`src/rtl/button_conditioner.sv`:
```
// Push-button front end: synchronises raw levels, debounces them on a shared
// 1 ms tick, and emits press/release pulses plus auto-repeat step pulses.
module button_conditioner #(
  parameter int                 N_BTN              = 3,
  parameter int                 ACTIVE_LOW         = 0,
  parameter int                 TICK_DIV           = 50000,
  parameter int                 DEBOUNCE_TICKS     = 20,
  parameter int                 REPEAT_DELAY_TICKS = 500,
  parameter int                 REPEAT_RATE_TICKS  = 100,
  parameter logic [N_BTN-1:0]   REPEAT_MASK        = 3'b011
) (
  input  logic             clk,
  input  logic             rst,
  input  logic [N_BTN-1:0] btn_raw,
  output logic [N_BTN-1:0] btn_level,
  output logic [N_BTN-1:0] btn_press,
  output logic [N_BTN-1:0] btn_release,
  output logic [N_BTN-1:0] btn_step,
  output logic             tick
);

  localparam logic [N_BTN-1:0] POL       = (ACTIVE_LOW != 0) ? {N_BTN{1'b1}} : {N_BTN{1'b0}};
  localparam logic [15:0]      TICK_LAST = 16'(TICK_DIV - 1);
  localparam logic [7:0]       DEB_LAST  = 8'(DEBOUNCE_TICKS - 1);
  localparam logic [11:0]      DLY_LAST  = 12'(REPEAT_DELAY_TICKS - 1);
  localparam logic [11:0]      RATE_LAST = 12'(REPEAT_RATE_TICKS - 1);

  typedef enum logic [1:0] {R_IDLE, R_DELAY, R_RATE} rep_state_e;

  logic [15:0]      cnt;
  logic [N_BTN-1:0] sync_p0, sync_p1, s;

  always_ff @(posedge clk) begin
    if (rst) begin
      cnt <= '0;
    end else if (cnt == TICK_LAST) begin
      cnt <= '0;
    end else begin
      cnt <= cnt + 16'd1;
    end
  end

  assign tick = (cnt == TICK_LAST);

  // Stage p0/p1: two-flop synchroniser; reset loads the pin's idle level.
  always_ff @(posedge clk) begin
    if (rst) begin
      sync_p0 <= POL;
      sync_p1 <= POL;
    end else begin
      sync_p0 <= btn_raw;
      sync_p1 <= sync_p0;
    end
  end

  assign s = sync_p1 ^ POL;

  for (genvar i = 0; i < N_BTN; i++) begin : g_ch
    logic [7:0] dcnt;
    logic       lvl, lvl_d, press, rel, rep;

    // Any cycle where the input agrees with the accepted level restarts the interval.
    always_ff @(posedge clk) begin
      if (rst) begin
        lvl  <= 1'b0;
        dcnt <= '0;
      end else if (s[i] == lvl) begin
        dcnt <= '0;
      end else if (tick) begin
        if (dcnt == DEB_LAST) begin
          lvl  <= s[i];
          dcnt <= '0;
        end else begin
          dcnt <= dcnt + 8'd1;
        end
      end
    end

    always_ff @(posedge clk) begin
      if (rst) begin
        lvl_d <= 1'b0;
        press <= 1'b0;
        rel   <= 1'b0;
      end else begin
        lvl_d <= lvl;
        press <= lvl & ~lvl_d;
        rel   <= ~lvl & lvl_d;
      end
    end

    if (REPEAT_MASK[i]) begin : g_rep
      rep_state_e  state, state_nxt;
      logic [11:0] rcnt, rcnt_nxt;
      logic        rep_nxt;

      always_ff @(posedge clk) begin
        if (rst) begin
          state <= R_IDLE;
          rcnt  <= '0;
          rep   <= 1'b0;
        end else begin
          state <= state_nxt;
          rcnt  <= rcnt_nxt;
          rep   <= rep_nxt;
        end
      end

      // A dropped level wins over a due repeat, so release never meets a repeat.
      always_comb begin
        state_nxt = state;
        rcnt_nxt  = rcnt;
        rep_nxt   = 1'b0;
        case (state)
          R_IDLE: begin
            if (press && lvl) begin
              state_nxt = R_DELAY;
              rcnt_nxt  = '0;
            end
          end
          R_DELAY: begin
            if (!lvl) begin
              state_nxt = R_IDLE;
            end else if (tick) begin
              if (rcnt == DLY_LAST) begin
                rep_nxt   = 1'b1;
                rcnt_nxt  = '0;
                state_nxt = R_RATE;
              end else begin
                rcnt_nxt = rcnt + 12'd1;
              end
            end
          end
          R_RATE: begin
            if (!lvl) begin
              state_nxt = R_IDLE;
            end else if (tick) begin
              if (rcnt == RATE_LAST) begin
                rep_nxt  = 1'b1;
                rcnt_nxt = '0;
              end else begin
                rcnt_nxt = rcnt + 12'd1;
              end
            end
          end
          default: state_nxt = R_IDLE;
        endcase
      end
    end else begin : g_norep
      assign rep = 1'b0;
    end

    assign btn_level[i]   = lvl;
    assign btn_press[i]   = press;
    assign btn_release[i] = rel;
    assign btn_step[i]    = press | rep;
  end

endmodule
```
`config.mk`:
```
export PLATFORM = sky130hd
export DESIGN_NAME = button_conditioner
export DESIGN_NICKNAME = d
export VERILOG_FILES = /design/src/rtl/button_conditioner.sv
export SDC_FILE = /design/constraint.sdc
export NUM_CORES = 1
export LEC_CHECK = 0
export CORE_ASPECT_RATIO = 0.9
export CORE_MARGIN = 1.5
export CORE_UTILIZATION = 55
export CTS_CLUSTER_DIAMETER = 120
export DETAILED_ROUTE_END_ITERATION = 8
export MAX_ROUTING_LAYER = met4
export PLACE_DENSITY = 0.73
export SLEW_MARGIN = 20
export SYNTH_ARGS = -nofsm -noshare
export SYNTH_HDL_FRONTEND = slang
export SYNTH_SLANG_ARGS = --single-unit
```
`constraint.sdc`:
```
create_clock -name clk -period 3 [get_ports clk]
set_input_delay 0.3 -clock clk [delete_from_list [all_inputs] [get_ports clk]]
set_output_delay 0.3 -clock clk [all_outputs]
set_load 0.05 [all_outputs]
```
==> results.json, run 1 <==
{
  "outcome": "completed",
  "dieArea_um2": 8360,
  "drv_cap": 0,
  "p_leak_nw": 1.50,
  "path_clk_slew_ns": 0.09,
  "core_region_area_um2": 7540,
  "busiest_layer": "met2",
  "synthTopCellsByArea": "dfxtp_1 (41%), nor2_1 (5.1%), xnor2_1 (4.7%), nand2_1 (4.2%), ha_1 (3.5%)",
  "clk_path_buf_depth": 2,
  "routed_wl_mm": 8.22,
  "grt_overflow": 0,
  "yosysTopAreaCell": "dfxtp_1",
  "hold_class": "flip-flop to flip-flop",
  "maxSlewViolCount": 0,
  "clk_latency_ns": 0.36,
  "yosysSeqAreaShare_pct": 41.0,
  "area_delta_synth_final_pct": 8.09,
  "ctsHtreeMaxLevel": 3,
  "async_flop_share_pct": 0,
  "layout_min_cycle_time_ns": 2.81,
  "drc": 0,
  "cp-startpoint": "cnt[10]",
  "ys_seq_elements": 88,
  "crit_type": "flip-flop to output pin",
  "grt_pass1_vias": 3154,
  "cts_resized": 0,
  "ys_warn_count": 0,
  "pwr_density_cell_nw_per_um2": 433,
  "end_kind": "output pin",
  "cts_made_buffers": 9,
  "p_total_mw": 2.01,
  "fin_ws_ns": 0.189,
  "synth_top_area_share_pct": 41.0,
  "fp.dieW_um": 96.2,
  "first_pass_iters": 4,
  "ant_nets": 0,
  "max_freq_mhz": 356,
  "grt_max_degree": 34,
  "relSlewSlack_pct": 54.0,
  "grt_util_met3_pct": 4.71,
  "floorplan.initialDensity_pct": 57.0,
  "dpl_worst_slack_ns": 0.583,
  "antenna_found_initial": 0,
  "setup_viol": 0,
  "r2r_slack_ns": 0.71,
  "num_rows": 30,
  "tightest_slew_ns": 0.690,
  "whs_ns": 0.407,
  "finalCritPeriodShare_pct": 93.7,
  "pin_count": 18,
  "rsz0062_at_grt": "no",
  "layout_common_cells": "dfxtp_1 (88), nor2_1 (58), nand2_1 (48)",
  "grt_use_total_pct": 22.0,
  "r2r_end": "g_ch[0].g_rep.rcnt[10]",
  "tns_ns": 0,
  "final_nets": 513,
  "ir_drop_v": 0.000264,
  "vias": 3380,
  "cts-hold-fix-buffers": 0,
  "worstRegToRegCells": 6,
  "antennaDiodeCount": 0,
  "cp.arrival_ns": 2.51,
  "netlist_instances": 490,
  "hpwl_mm": 5.74,
  "n_fill_cell": 682,
  "gr-usage-met1_pct": 28.1,
  "synth-edff-count": 0,
  "hold_depth": 1,
  "die_y_um": 86.9,
  "tritoncts": "done",
  "layout_commonest_cell": "dfxtp_1",
  "rr_startpoint": "cnt[0]",
  "synth.distinct_cells": 61,
  "start_kind": "flip-flop",
  "hp-start": "g_ch[1].lvl_d",
  "avgRoutedWirePerCell_um": 13.8,
  "cp.required_ns": 2.70,
  "post_cts_buffers": 0,
  "ctsRootBufferMaster": "clkbuf_8",
  "synth_flop_cell": "dfxtp_1",
  "drtIter0Drc": 163,
  "grt_pass1_wl_mm": 14.0,
  "clock_skew_ns": 0.00707,
  "hold_end": "g_ch[1].press",
  "routabilityCongestion": 0.845,
  "layout-drive-gt1-share_pct": 9.98,
  "global_route.usage.met2_pct": 34.1,
  "syn_area_um2": 4300,
  "postSynthAreaPerCell_um2": 8.77,
  "clock_sink_count": 88,
  "routed_via_density": 5.66,
  "syn-num-nets": 507,
  "numPortBuffers": 17,
  "hold_violations": 0,
  "cp_max_fo": 7
}
synth_stat cells (5+ instances only):
cell	n
and3_1	7
ha_1	12
o31ai_1	5
a21oi_1	22
dfxtp_1	88
inv_1	15
clkbuf_1	12
xor2_1	17
nand2_1	48
o21ai_0	10
nand3_1	26
nor2b_1	8
xnor2_1	23
and4_1	5
buf_4	11
nand4_1	22
or3_1	5
nor3_1	13
or2_2	5
nor2_1	58
power breakdown:
| group | total (mW) | switching (mW) | internal, mW |
|---|---|---|---|
| combinational | 0.0790 | 0.0495 | 0.0295 |
| clock | 0.748 | 0.423 | 0.324 |
| sequential | 1.18 | 0.00713 | 1.18 |
| total | 2.01 | 0.480 | 1.53 |
through the flow:
| step | utilization [%] | instance area, um2 | instances |
|---|---|---|---|
| after floorplan | - | 4300 | 490 |
| after global placement | 59.2 | 4470 | 581 |
| after detailed placement | 59.2 | 4470 | 581 |
| after CTS | 61.6 | 4650 | 597 |
| after global routing | 61.6 | 4650 | 597 |
| final | 61.6 | 4650 | 597 |
critical path, stage by stage, from the launching register on:
cell             delay (ns)
dfxtp_1                0.38
or4_4                  0.57
nor4_4                 0.35
clkdlybuf4s50_1        0.86
sequential cells by signal, indices dropped and copies added, names as in the netlist:
signal,flops
g_ch.dcnt,24
g_ch.g_rep.rcnt,24
cnt,16
g_ch.g_rep.state,4
g_ch.lvl,3
g_ch.lvl_d,3
g_ch.press,3
g_ch.rel,3
s,3
sync_p0,3
g_ch.rep,2
per-layer routing:
layer / routed length (um) / vias to the layer above
met2: 3700 / 68
met3: 314 / 13
li1: - / 1742
met5: 0 / -
met1: 4060 / 1557
met4: 144 / 0
cell families after synthesis:
group	Yosys count	share of synthesized area, %
AO/OA/AOI/OAI	70	11.4
XOR/XNOR	40	8.15
adder cells (fa/ha/maj)	12	3.49
buffers and inverters	40	4.71
flip-flops	88	41.0
multiplexers	5	1.22
AND/OR/NAND/NOR	235	30.1
how the worst max path moves through the flow:
stage | to | slack [ns]
2_1_floorplan | g_ch[0].g_rep.state[0] | 0.69
3_3_place_gp | tick | 0.58
3_5_place_dp | tick | 0.58
4_1_cts | tick | 0.19
5_1_grt | tick | 0.13
6_report | tick | 0.19
area by class of cell:
cell class	count	area, um2	area share, %
Multi-Input combinational cell	362	2330	50.2
Clock inverter	6	43.8	0.942
Clock buffer	10	138	2.96
Timing Repair Buffer	20	193	4.15
Sequential cell	88	1760	37.9
Tap cell	96	120	2.58
Inverter	15	56.3	1.21
No activity file was read; power rests on OpenSTA's default activity.
==> run 2, diff against run 1 <==
CORE_MARGIN = not set   (was 1.5)
==> results.json, run 2 (synthesized netlist as in run 1, its figures left out) <==
{
  "grt_pass1_wl_mm": 14.2,
  "cts-hold-fix-buffers": 0,
  "routed_wl_mm": 8.32,
  "tightest_slew_ns": 0.718,
  "cts_resized": 0,
  "crit_type": "flip-flop to output pin",
  "antenna_found_initial": 0,
  "layout_min_cycle_time_ns": 2.77,
  "finalCritPeriodShare_pct": 92.5,
  "pwr_density_cell_nw_per_um2": 440,
  "die_y_um": 85.9,
  "cp_slowest_cell": "clkdlybuf4s50_1",
  "maxSlewViolCount": 0,
  "layout_commonest_cell": "dfxtp_1",
  "cp.arrival_ns": 2.47,
  "clk_latency_ns": 0.36,
  "hold_violations": 0,
  "area_delta_synth_final_pct": 8.32,
  "antennaDiodeCount": 0,
  "tns_ns": 0,
  "clock_skew_ns": 0.0101,
  "clk_path_buf_depth": 2,
  "post_cts_buffers": 0,
  "dieArea_um2": 8170,
  "rsz0062_at_grt": "no",
  "path_clk_slew_ns": 0.08,
  "layout_common_cells": "dfxtp_1 (88), nor2_1 (58), nand2_1 (48)",
  "drv_cap": 0,
  "ctsHtreeMaxLevel": 3,
  "drc": 0,
  "hpwl_mm": 5.96,
  "cts_made_buffers": 9,
  "setup_viol": 0,
  "avgRoutedWirePerCell_um": 14.0,
  "ant_nets": 0,
  "tritoncts": "done",
  "path_cells": "or4_4 -> nor4_4 -> clkdlybuf4s50_1",
  "cp.required_ns": 2.70,
  "hold_class": "flip-flop to flip-flop",
  "core_region_area_um2": 7540,
  "drtIter0Drc": 159,
  "floorplan.initialDensity_pct": 57.0,
  "largestRegisters": "g_ch.dcnt: 24 flops, g_ch.g_rep.rcnt: 24 flops, cnt: 16 flops",
  "critical-path-max-stage-delay_ns": 0.85,
  "pin_count": 18,
  "grt_max_degree": 34,
  "fp.dieW_um": 95.2,
  "grt_pass1_vias": 3186,
  "post-route-util_pct": 61.7,
  "cp_max_fo": 7,
  "relSlewSlack_pct": 52.1,
  "first_pass_iters": 4,
  "numPortBuffers": 17,
  "layout-drive-gt1-share_pct": 9.80,
  "vias": 3405,
  "p_leak_nw": 1.52,
  "routed_via_density": 5.71,
  "start_kind": "flip-flop",
  "routabilityCongestion": 0.838,
  "final_nets": 513,
  "ctsRootBufferMaster": "clkbuf_8",
  "clock_sink_count": 88,
  "ir_drop_v": 0.000275,
  "grt_overflow": 0,
  "outcome": "completed",
  "num_rows": 30,
  "grt_use_total_pct": 22.8,
  "max_freq_mhz": 360,
  "end_kind": "output pin"
}
run 2: changes by cell type in the layout (fill, tap and decap cells not counted):
cell	change
inv_6	-1
clkbuf_8	+3
clkinvlp_4	-3
run 2: metrics by stage:
stage	hold slack, ns	instances	total power [mW]	worst slack [ns]	instance area [um2]
2_1_floorplan	0.383	490	1.27	0.686	4300
3_3_place_gp	0.391	581	1.29	0.593	4470
3_5_place_dp	0.399	581	1.29	0.598	4470
4_1_cts	0.413	596	2.07	0.198	4660
5_1_grt	0.438	596	2.13	0.151	4660
6_report	0.413	596	2.05	0.225	4660
run 2: power by group:
part	internal, mW	switching, mW
logic	0.0296	0.0499
registers	1.18	0.00714
clock network	0.386	0.399
total	1.59	0.457
run 2: path summary, 6_finish.rpt:
path | startpoint | endpoint | slack (ns) | cells after the start
max | cnt[10] | tick | 0.23 | 3
min | g_ch[2].lvl_d | g_ch[2].press | 0.41 | 1
max reg2reg | g_ch[0].lvl | g_ch[0].g_rep.rcnt[10] | 0.73 | 5
min reg2reg | g_ch[2].lvl_d | g_ch[2].press | 0.41 | 1
run 2: per-layer routing:
metal | wire (um) | share of wire [%] | track usage (%)
met2 | 3840 | 46 | 36.5
met4 | 115 | 1.4 | 7.58
met1 | 4130 | 50 | 28.1
met3 | 245 | 2.9 | 5.41
met5 | 0 | 0 | -
run 2: cell type report:
| type | instances | area (um2) |
|---|---|---|
| inverter | 15 | 56.3 |
| sequential | 88 | 1760 |
| clock inverter | 2 | 12.5 |
| fill | 673 | 2890 |
| multi-input combinational | 362 | 2330 |
| tap | 96 | 120 |
| clock buffer | 13 | 179 |
| timing repair buffer | 20 | 193 |
run 2: critical path, delay by kind of cell (launching register included):
kind	cells	cell delay (ns)
simple gates	2	0.89
buf+inv	1	0.85
flops	1	0.38
